===== src/rtl/memory_access_unit.sv =====
// Memory access unit: checks the region of a core load/store/fetch, drives one memory access, and returns the response.
// Optional feature macro: MAU_ALIGN_CHECK_EN (word-alignment check in CHECK).
module memory_access_unit #(
    parameter int                    DATA_WIDTH   = 32,
    parameter int                    WAIT_CYCLES  = 1,
    parameter logic [DATA_WIDTH-1:0] ROM_BASE     = 32'h00400000,
    parameter logic [DATA_WIDTH-1:0] RAM_BASE     = 32'h10010000,
    parameter int                    MEMORY_DEPTH = 64
) (
    input  logic                  clk,
    input  logic                  reset,
    input  logic                  req_valid,
    output logic                  req_ready,
    input  logic                  req_we,
    input  logic [DATA_WIDTH-1:0] req_addr,
    input  logic [DATA_WIDTH-1:0] req_wdata,
    output logic [DATA_WIDTH-1:0] mem_addr,
    output logic [DATA_WIDTH-1:0] mem_wdata,
    output logic                  mem_enable,
    input  logic [DATA_WIDTH-1:0] mem_rdata,
    output logic                  rsp_valid,
    input  logic                  rsp_ready,
    output logic [DATA_WIDTH-1:0] rsp_data,
    output logic                  rsp_fault
);

    localparam logic [1:0] S_IDLE   = 2'd0;
    localparam logic [1:0] S_CHECK  = 2'd1;
    localparam logic [1:0] S_ACCESS = 2'd2;
    localparam logic [1:0] S_RESP   = 2'd3;

    localparam logic [3:0] WAIT_LIM = 4'(WAIT_CYCLES);

    // Region bounds carry one extra bit so an end address past 2^DATA_WIDTH-1 cannot wrap.
    localparam logic [DATA_WIDTH:0] REGION_BYTES = (DATA_WIDTH+1)'(4 * MEMORY_DEPTH);
    localparam logic [DATA_WIDTH:0] ROM_LO       = {1'b0, ROM_BASE};
    localparam logic [DATA_WIDTH:0] ROM_HI       = ROM_LO + REGION_BYTES;
    localparam logic [DATA_WIDTH:0] RAM_LO       = {1'b0, RAM_BASE};
    localparam logic [DATA_WIDTH:0] RAM_HI       = RAM_LO + REGION_BYTES;

    function automatic logic f_in_region(
        input logic [DATA_WIDTH-1:0] addr,
        input logic [DATA_WIDTH:0]   lo,
        input logic [DATA_WIDTH:0]   hi
    );
        logic [DATA_WIDTH:0] v_addr;
        v_addr      = {1'b0, addr};
        f_in_region = (v_addr >= lo) && (v_addr < hi);
    endfunction

    logic [1:0]            r_state;
    logic                  r_we;
    logic [DATA_WIDTH-1:0] r_addr;
    logic [DATA_WIDTH-1:0] r_wdata;
    logic [3:0]            r_wait_cnt;
    logic                  r_req_ready;
    logic [DATA_WIDTH-1:0] r_mem_addr;
    logic [DATA_WIDTH-1:0] r_mem_wdata;
    logic                  r_mem_enable;
    logic                  r_rsp_valid;
    logic [DATA_WIDTH-1:0] r_rsp_data;
    logic                  r_rsp_fault;

    logic [1:0]            w_state_nxt;
    logic                  w_accept;
    logic                  w_region_ok;
    logic                  w_align_ok;
    logic                  w_check_ok;
    logic                  w_access_done;

    assign w_accept      = req_valid & r_req_ready;
    assign w_access_done = (r_wait_cnt >= WAIT_LIM);

    // Region and alignment check on the latched request.
    always_comb begin
        w_region_ok = 1'b0;
        w_align_ok  = 1'b1;
        if (f_in_region(r_addr, RAM_LO, RAM_HI)) begin
            w_region_ok = 1'b1;
        end else if (f_in_region(r_addr, ROM_LO, ROM_HI) && !r_we) begin
            w_region_ok = 1'b1;
        end else begin
            w_region_ok = 1'b0;
        end
`ifdef MAU_ALIGN_CHECK_EN
        if (r_addr[1:0] != 2'b00) begin
            w_align_ok = 1'b0;
        end else begin
            w_align_ok = 1'b1;
        end
`else
        w_align_ok = 1'b1;
`endif
        w_check_ok = w_region_ok & w_align_ok;
    end

    // Next-state decode.
    always_comb begin
        w_state_nxt = r_state;
        case (r_state)
            S_IDLE: begin
                if (w_accept) begin
                    w_state_nxt = S_CHECK;
                end else begin
                    w_state_nxt = S_IDLE;
                end
            end
            S_CHECK: begin
                if (w_check_ok) begin
                    w_state_nxt = S_ACCESS;
                end else begin
                    w_state_nxt = S_RESP;
                end
            end
            S_ACCESS: begin
                if (w_access_done) begin
                    w_state_nxt = S_RESP;
                end else begin
                    w_state_nxt = S_ACCESS;
                end
            end
            S_RESP: begin
                if (rsp_ready) begin
                    w_state_nxt = S_IDLE;
                end else begin
                    w_state_nxt = S_RESP;
                end
            end
            default: w_state_nxt = S_IDLE;
        endcase
    end

    // State register, request latches and all registered outputs.
    always_ff @(posedge clk or negedge reset) begin
        if (!reset) begin
            r_state      <= S_IDLE;
            r_we         <= 1'b0;
            r_addr       <= {DATA_WIDTH{1'b0}};
            r_wdata      <= {DATA_WIDTH{1'b0}};
            r_wait_cnt   <= 4'd0;
            r_req_ready  <= 1'b1;
            r_mem_addr   <= {DATA_WIDTH{1'b0}};
            r_mem_wdata  <= {DATA_WIDTH{1'b0}};
            r_mem_enable <= 1'b0;
            r_rsp_valid  <= 1'b0;
            r_rsp_data   <= {DATA_WIDTH{1'b0}};
            r_rsp_fault  <= 1'b0;
        end else begin
            r_state <= w_state_nxt;
            case (r_state)
                S_IDLE: begin
                    if (w_accept) begin
                        r_we        <= req_we;
                        r_addr      <= req_addr;
                        r_wdata     <= req_wdata;
                        r_req_ready <= 1'b0;
                    end
                end
                S_CHECK: begin
                    if (w_check_ok) begin
                        r_mem_addr   <= r_addr;
                        r_mem_wdata  <= r_wdata;
                        r_mem_enable <= r_we;
                        r_wait_cnt   <= 4'd0;
                    end else begin
                        r_rsp_valid <= 1'b1;
                        r_rsp_fault <= 1'b1;
                        r_rsp_data  <= {DATA_WIDTH{1'b0}};
                    end
                end
                S_ACCESS: begin
                    // The write strobe only ever lives in the first access cycle.
                    r_mem_enable <= 1'b0;
                    if (w_access_done) begin
                        r_mem_addr  <= {DATA_WIDTH{1'b0}};
                        r_mem_wdata <= {DATA_WIDTH{1'b0}};
                        r_rsp_valid <= 1'b1;
                        r_rsp_fault <= 1'b0;
                        r_rsp_data  <= r_we ? {DATA_WIDTH{1'b0}} : mem_rdata;
                    end else if (r_wait_cnt < WAIT_LIM) begin
                        r_wait_cnt <= r_wait_cnt + 4'd1;
                    end
                end
                S_RESP: begin
                    if (rsp_ready) begin
                        r_rsp_valid <= 1'b0;
                        r_rsp_fault <= 1'b0;
                        r_req_ready <= 1'b1;
                    end
                end
                default: begin
                    r_mem_enable <= 1'b0;
                    r_rsp_valid  <= 1'b0;
                    r_req_ready  <= 1'b1;
                end
            endcase
        end
    end

    assign req_ready  = r_req_ready;
    assign mem_addr   = r_mem_addr;
    assign mem_wdata  = r_mem_wdata;
    assign mem_enable = r_mem_enable;
    assign rsp_valid  = r_rsp_valid;
    assign rsp_data   = r_rsp_data;
    assign rsp_fault  = r_rsp_fault;

endmodule


===== config.mk =====
export PLATFORM = sky130hd
export DESIGN_NAME = memory_access_unit
export DESIGN_NICKNAME = d
export VERILOG_FILES = /design/src/rtl/memory_access_unit.sv
export SDC_FILE = /design/constraint.sdc
export NUM_CORES = 1
export LEC_CHECK = 0
export ABC_AREA = 1
export CORE_UTILIZATION = 50
export DETAILED_ROUTE_END_ITERATION = 8
export PLACE_DENSITY = 0.86
export SETUP_SLACK_MARGIN = 0.3
export SLEW_MARGIN = 5
export SYNTH_ARGS = -nofsm -noshare
export SYNTH_HDL_FRONTEND = slang
export SYNTH_SLANG_ARGS = --single-unit

===== constraint.sdc =====
create_clock -name clk -period 3.7 [get_ports clk]
set_input_delay 0.37 -clock clk [delete_from_list [all_inputs] [get_ports clk]]
set_output_delay 0.37 -clock clk [all_outputs]
set_load 0.02 [all_outputs]

==> impl_metrics.env <==
export IMPL_seqPwrFrac=0.394
export IMPL_cts_setup_buffers=0
export IMPL_clock_path_buffers=2
export IMPL_synth_xor_area_frac=0.00123
export IMPL_numCtsBuffers=17
export IMPL_vias=6007
export IMPL_diodes=0
export IMPL_grt_ovfl_total=0
export IMPL_period_needed_ps=2430
export IMPL_antenna_found_initial=0
export IMPL_ir_drop_v=0.000409
export IMPL_insertion_delay_ps=430
export IMPL_ys_flop_type="dfrtp_1"
export IMPL_syn_area_um2=7130
export IMPL_p_per_area_nw_per_um2=710
export IMPL_die_w_um=121
export IMPL_endpoint_kind="flip-flop"
export IMPL_layout_drive_gt1_share=0.0454
export IMPL_tightest_slew_ps=1130
export IMPL_finalNetCount=1134
export IMPL_power_leakage_nw=5.09
export IMPL_wl_per_cell_um=14.1
export IMPL_place_congestion=0.802
export IMPL_status="finished, violations left"
export IMPL_clkPwrFrac=0.252
export IMPL_hp_class="in2async"
export IMPL_cts_resized=0
export IMPL_io_pins=201
export IMPL_synth_fa_ha_area_frac=0.0140
export IMPL_cts_max_level=4
export IMPL_worstPathMaxFanout=18
export IMPL_area_growth_synth_to_final_pct=36.7
export IMPL_synth_distinct_cells=29
export IMPL_die_h_um=121
export IMPL_clock_skew_ps=9.88
export IMPL_cts_tree="done"
export IMPL_num_rows=43
export IMPL_fin_cells=1215
export IMPL_dr_pass1_iters=5
export IMPL_first_global_vias=5770
export IMPL_top_usage_layer="met2"
export IMPL_cap_violations=0
export IMPL_yosysWarnings=0
export IMPL_initial_core_util=0.514
export IMPL_synth_simple_area_share=0.303
export IMPL_synth_nets=950
export IMPL_port_buffers=200
export IMPL_slew_viol_final=0
export IMPL_post_route_drc_count=0
export IMPL_detail_route_antenna_nets=0
export IMPL_rsz0062_at_grt="no"
export IMPL_switchingPower_mw=2.55
export IMPL_final_setup_viol_count=0
export IMPL_clk_pin_slew_ps=60
export IMPL_avgViaCountPerCell=4.94
export IMPL_synthCells=841
export IMPL_muxShareOfSynthArea=0
export IMPL_synth_top_family_by_area="simple AND/OR/NAND/NOR gates"
export IMPL_coreArea_um2=13900
export IMPL_grt_max_degree=86
export IMPL_cts_sinks=171
export IMPL_cts_root_buf="clkbuf_16"
export IMPL_avgSynthCellArea_um2=8.48
export IMPL_grt_use_met2=0.391
export IMPL_die_area_um2=14700
export IMPL_slew_headroom=0.248
export IMPL_share_comb_of_total_power=0.353
export IMPL_p_int_mw=4.37
export IMPL_grt_pass1_wl_mm=27.8
export IMPL_grtUsageMet3=0.0667
export IMPL_ys_seq_area_frac=0.600
export IMPL_drtIter0Drc=411
export IMPL_cp_required_ps=4050
export IMPL_track_usage=0.246
export IMPL_tns_ps=0
export IMPL_grt_util_met1=0.319
export IMPL_start_kind="flip-flop"
export IMPL_worst_hold_slack_ps=-1.35
export IMPL_fin_crit_sh=0.656
export IMPL_ys_ff_latch=171
export IMPL_dp_cells=1186
export IMPL_p_sw_frac=0.368
export IMPL_worstPathArrival_ps=2780
export IMPL_dp_hpwl_mm=11.3
export IMPL_drt_wl_total_mm=17.1
export IMPL_violations="negative hold slack"
export IMPL_hold_violations=1
export IMPL_synthArstFlopShare=1.00
export IMPL_hold_buffers=0
export IMPL_synth_compound_area_frac=0.0107
export IMPL_max_freq_ghz=0.412
export IMPL_synth_edf_count=0
export IMPL_setup_worst_path_class="reg2reg"
-- cell families (layout without fill, tap and decap cells) --
kind of cell	count (synthesis)	count (layout)
buf+inv	112	306
flops	171	171
compound gates	13	13
xor+xnor	1	1
simple gates	536	536
fa+ha+maj	8	8
-- final timing paths --
kind                       slack [ps]                   endpoint                     from  depth (start not counted)
hold reg to reg                   470  mem_wdata[26]$_DFFE_PN0P_  r_wdata[26]$_DFFE_PN0P_                          2
setup / recovery                 1270    rsp_data[7]$_DFFE_PN0P_   r_addr[24]$_DFFE_PN0P_                         10
max in group asynchronous        2810    r_wdata[19]$_DFFE_PN0P_                    reset                          2
min in group clk                  470  mem_wdata[26]$_DFFE_PN0P_  r_wdata[26]$_DFFE_PN0P_                          2
hold / removal                     -1     r_addr[27]$_DFFE_PN0P_                    reset                          1
setup reg to reg                 1270    rsp_data[7]$_DFFE_PN0P_   r_addr[24]$_DFFE_PN0P_                         10
-- sequential cells by signal (all words and copies together) (netlist names) --
signal and flops:
mem_addr 32, mem_enable 1, mem_wdata 32, r_addr 32, r_state 2, r_wait_cnt 4, r_wdata 32, r_we 1
req_ready 1, rsp_data 32, rsp_fault 1, rsp_valid 1
-- layout by cell type, fill, tap and decap left out, drive strengths merged --
cell and instances:
and2 1, dfrtp 170, clkinvlp 1, a21oi 3
buf 9, nand4 38, nand3b 2, inv 69
o211ai 1, nand2 411, clkbuf 21, o31ai 1
o21ai 7, ha 8, xnor2 1, nand3 5
o21bai 1, clkinv 4, dfstp 1, clkdlybuf4s50 199
or2 2, bufinv 3, nor2 77
-- per-stage QoR --
step	hold slack, ps	instance area [µm²]	utilization	total power [mW]	worst slack (ps)
after floorplan	74.4	7130	-	4.34	1980
after global placement	446	9180	0.661	5.10	1410
after detailed placement	452	9180	0.661	5.20	1300
after CTS	20.8	9750	0.702	6.96	1280
after global routing	59.2	9750	0.702	7.37	1030
final	-1.35	9750	0.702	6.92	1270
-- worst max-delay path: stages (launching register included) --
cell and delay, ps:
dfrtp_1 380, nor2_1 100, nand2_1 60, nor2_1 120
nand3_1 130, nor2_2 160, nand2_1 340, nand3_1 570
buf_4 330, nand2_1 80, nand2_1 70
-- power by group through the flow --
| stage | Sequential (mW) | Combinational, mW | Clock (mW) |
|---|---|---|---|
| detailed placement | 2.75 | 2.45 | 0 |
| CTS | 2.72 | 2.46 | 1.77 |
| global route | 2.79 | 2.73 | 1.86 |
| finish | 2.73 | 2.45 | 1.75 |
| global placement | 2.72 | 2.39 | 0 |
| floorplan | 2.93 | 1.41 | 0 |
-- Yosys cell counts (2+ instances only) --
master,number,area [µm²]
clkbuf_1,20,75.1
nand3_1,5,25.0
nor2_1,74,278
nor2_2,2,12.5
dfrtp_1,170,4250
nand2_1,410,1540
buf_4,5,37.5
o21ai_0,6,30.0
nand4_1,38,238
buf_6,7,78.8
buf_2,10,50.1
a21oi_1,3,15.0
inv_1,66,248
ha_1,8,100
inv_2,3,11.3
-- area by class of cell --
type                            instances  area (µm²)
Sequential cell                       171        4280
Fill cell                            1053        4130
Multi-Input combinational cell        558        2350
Timing Repair Buffer                  208        2060
Clock buffer                           21         450
Inverter                               69         259
Tap cell                              180         225
Clock inverter                          8         121
-- metal layers --
layer  share of wire  vias up
met5               0        -
met1            0.42     2813
li1                -     2915
met2            0.48      248
met3           0.074       31
met4           0.020        0
(Power assumes the default switching activity.)
==> patch, RTL diff (config.mk and constraints unchanged) <==
The option `MAU_ALIGN_CHECK_EN` is turned on by a define.
--- a/src/rtl/memory_access_unit.sv
+++ b/src/rtl/memory_access_unit.sv
@@ -1,4 +1,6 @@
 // Memory access unit: checks the region of a core load/store/fetch, drives one memory access, and returns the response.
 // Optional feature macro: MAU_ALIGN_CHECK_EN (word-alignment check in CHECK).
+`define MAU_ALIGN_CHECK_EN
+
 module memory_access_unit #(
     parameter int                    DATA_WIDTH   = 32,
Behaviour: not the same (Yosys sat finds a counterexample within 4 cycles, from zero or initial values and one cycle with reset low).
==> patch against the unedited design <==
- sequential cell count unchanged
- critical path type unchanged
- critical endpoint is now mem_addr[28]
- routed wire length fell by 7.0%
- largest cell class unchanged
- sequential power barely moved
- worst setup slack better by 270 ps
- synthesized area decreased by 3.4%
- the run still ends with hold timing left
- utilization rose by 1.3 points
- final area is 2.1% lower
- total power is 1.5% lower
- combinational power fell by 7%
==> patch: results (changes against the unedited design) <==
| Metric | Value |
|---|---|
| Clock-cell share | 0.0633 (+0.00465) |
| Hold Vio Cnt, Final | 18 (+17) |
| Vias in the first global route | 5423 (-6.0%) |
| Placement Cell Area | 8940 um^2 (-2.6%) |
| Post-synth top cells | nand2_1, dfrtp_1, inv_1 |
| Worst path slowest cell | nor2_4 |
| First-pass GRT wire length | 26500 um (-4.7%) |
| Violated checks | hold timing |
| CLK BUF | 24 (+14%) |
| Non-clk invs | 48 (-30%) |
| Synth Area in Compound Gates | 0.0416 (+0.0309) |
| Sequential cell area share | 0.448 (+0.00932) |
| Worst path max stage delay | 720 ps (+150 ps) |
| RD Place Congestion | 0.810 (+1.0%) |
| Pin count of the biggest net entering global routing | 84 (-2.3%) |
| Post-Syn Area per Cell | 9.02 um^2 (+6.3%) |
| Data arrival, critical path | 2510 ps (-270 ps) |
| Placed cells | 1113 (-6.2%) |
| Sequential cell count | 171 (unchanged) |
| Post-DP HPWL | 10400 um (-8.4%) |
| Finished Core Util | 0.715 (+0.0129) |
| FF-to-FF End | mem_addr[28] |
| Non-clock buffers | 206 (-0.96%) |
| Antenna Cells | 1 (+1) |
| Fillers | 1003 (-4.7%) |
| Peak supply drop | 573 uV (+40%) |
| Share of cells above drive strength 1 | 0.0713 (+0.0259) |
| Routed len/inst | 13.9 um (-1.3%) |
| Synth unique cells | 32 (+10%) |
| Status | finished, violations left |
| Full die area | 14200 um^2 (-3.3%) |
| Seq/Total Area, Yosys | 0.621 (+0.0212) |
| Pleak | 4.64 nW (-8.8%) |
| Via density | 4.85 (-2.0%) |
| Top post-synthesis cells by area | dfrtp_1, nand2_1, o21ai_0 |
| Multi-In Gates | 512 (-8.2%) |
| Hold WS | -29.6 ps (-28.2 ps) |
| Signal buf overhead | 0.215 (+0.00292) |
| Initial antenna violation count | 1 (+1) |
| R2R setup slack | 1540 ps (+270 ps) |
| Initial DRC Count | 574 (+40%) |
| Relative slew slack | 0.194 (-0.0545) |
| Xor/xnor cell area share of the yosys netlist | 0.00127 (+0.0000433) |
| Reg-to-Reg Start | r_addr[15] |
| Net count after synthesis | 873 (-8.1%) |
| Skew final | 7.60 ps (-2.28 ps) |
| Multi-input gate area | 2210 um^2 (-6.0%) |
| Reg2Reg Depth | 9 (-1) |
[patch: changes by cell type after synthesis, moves of 4 or more]
cell and delta:
clkbuf_1 -10, inv_1 -21, nand2_1 -25, nand3_1 +4, nand4_1 -37, nor2_1 -52
nor2_2 +20, o21ai_0 +29, o21ai_1 +12
[patch: how the worst max path moves through the flow]
stage	startpoint	end	slack [ps]	cells past startpoint
2_1_floorplan	r_state[0]	rsp_data[23]	2080	9
3_3_place_gp	req_valid	r_addr[17]	1550	4
3_5_place_dp	req_valid	r_addr[22]	1480	4
4_1_cts	r_addr[15]	mem_addr[28]	1530	9
5_1_grt	r_addr[15]	mem_addr[28]	1180	9
6_report	r_addr[15]	mem_addr[28]	1540	9
[patch: power by group]
group / internal, mW / leakage (nW) / switching, mW
logic: 0.858 / 2.08 / 1.41
clock network: 1.13 / 0.296 / 0.687
registers: 2.42 / 2.27 / 0.315
total: 4.41 / 4.64 / 2.41
[patch: kinds of logic after synthesis]
kind of cell / count (synthesis)
and+or+nand+nor: 449
DFF: 171
buffers and inverters: 81
AOI/OAI and AO/OA: 54
adders and majority gates: 8
xor gates and xnor gates: 1
[patch: worst reg2reg max path, cell delays in order (launching register included)]
cell and delay (ps):
dfrtp_1 380, nor2_1 120, nand2_1 90, nor3_1 170
nand3b_1 120, nor2_1 110, nand2_1 90, nor2_4 730
nand2_1 170, nand2_1 110
[patch: routing by layer]
layer | track usage | wire length [um] | up-vias
li1 | - | - | 2713
met1 | 0.309 | 6850 | 2640
met4 | 0.111 | 468 | 0
met5 | 0 | 0 | -
met3 | 0.0498 | 679 | 35
met2 | 0.388 | 7890 | 161
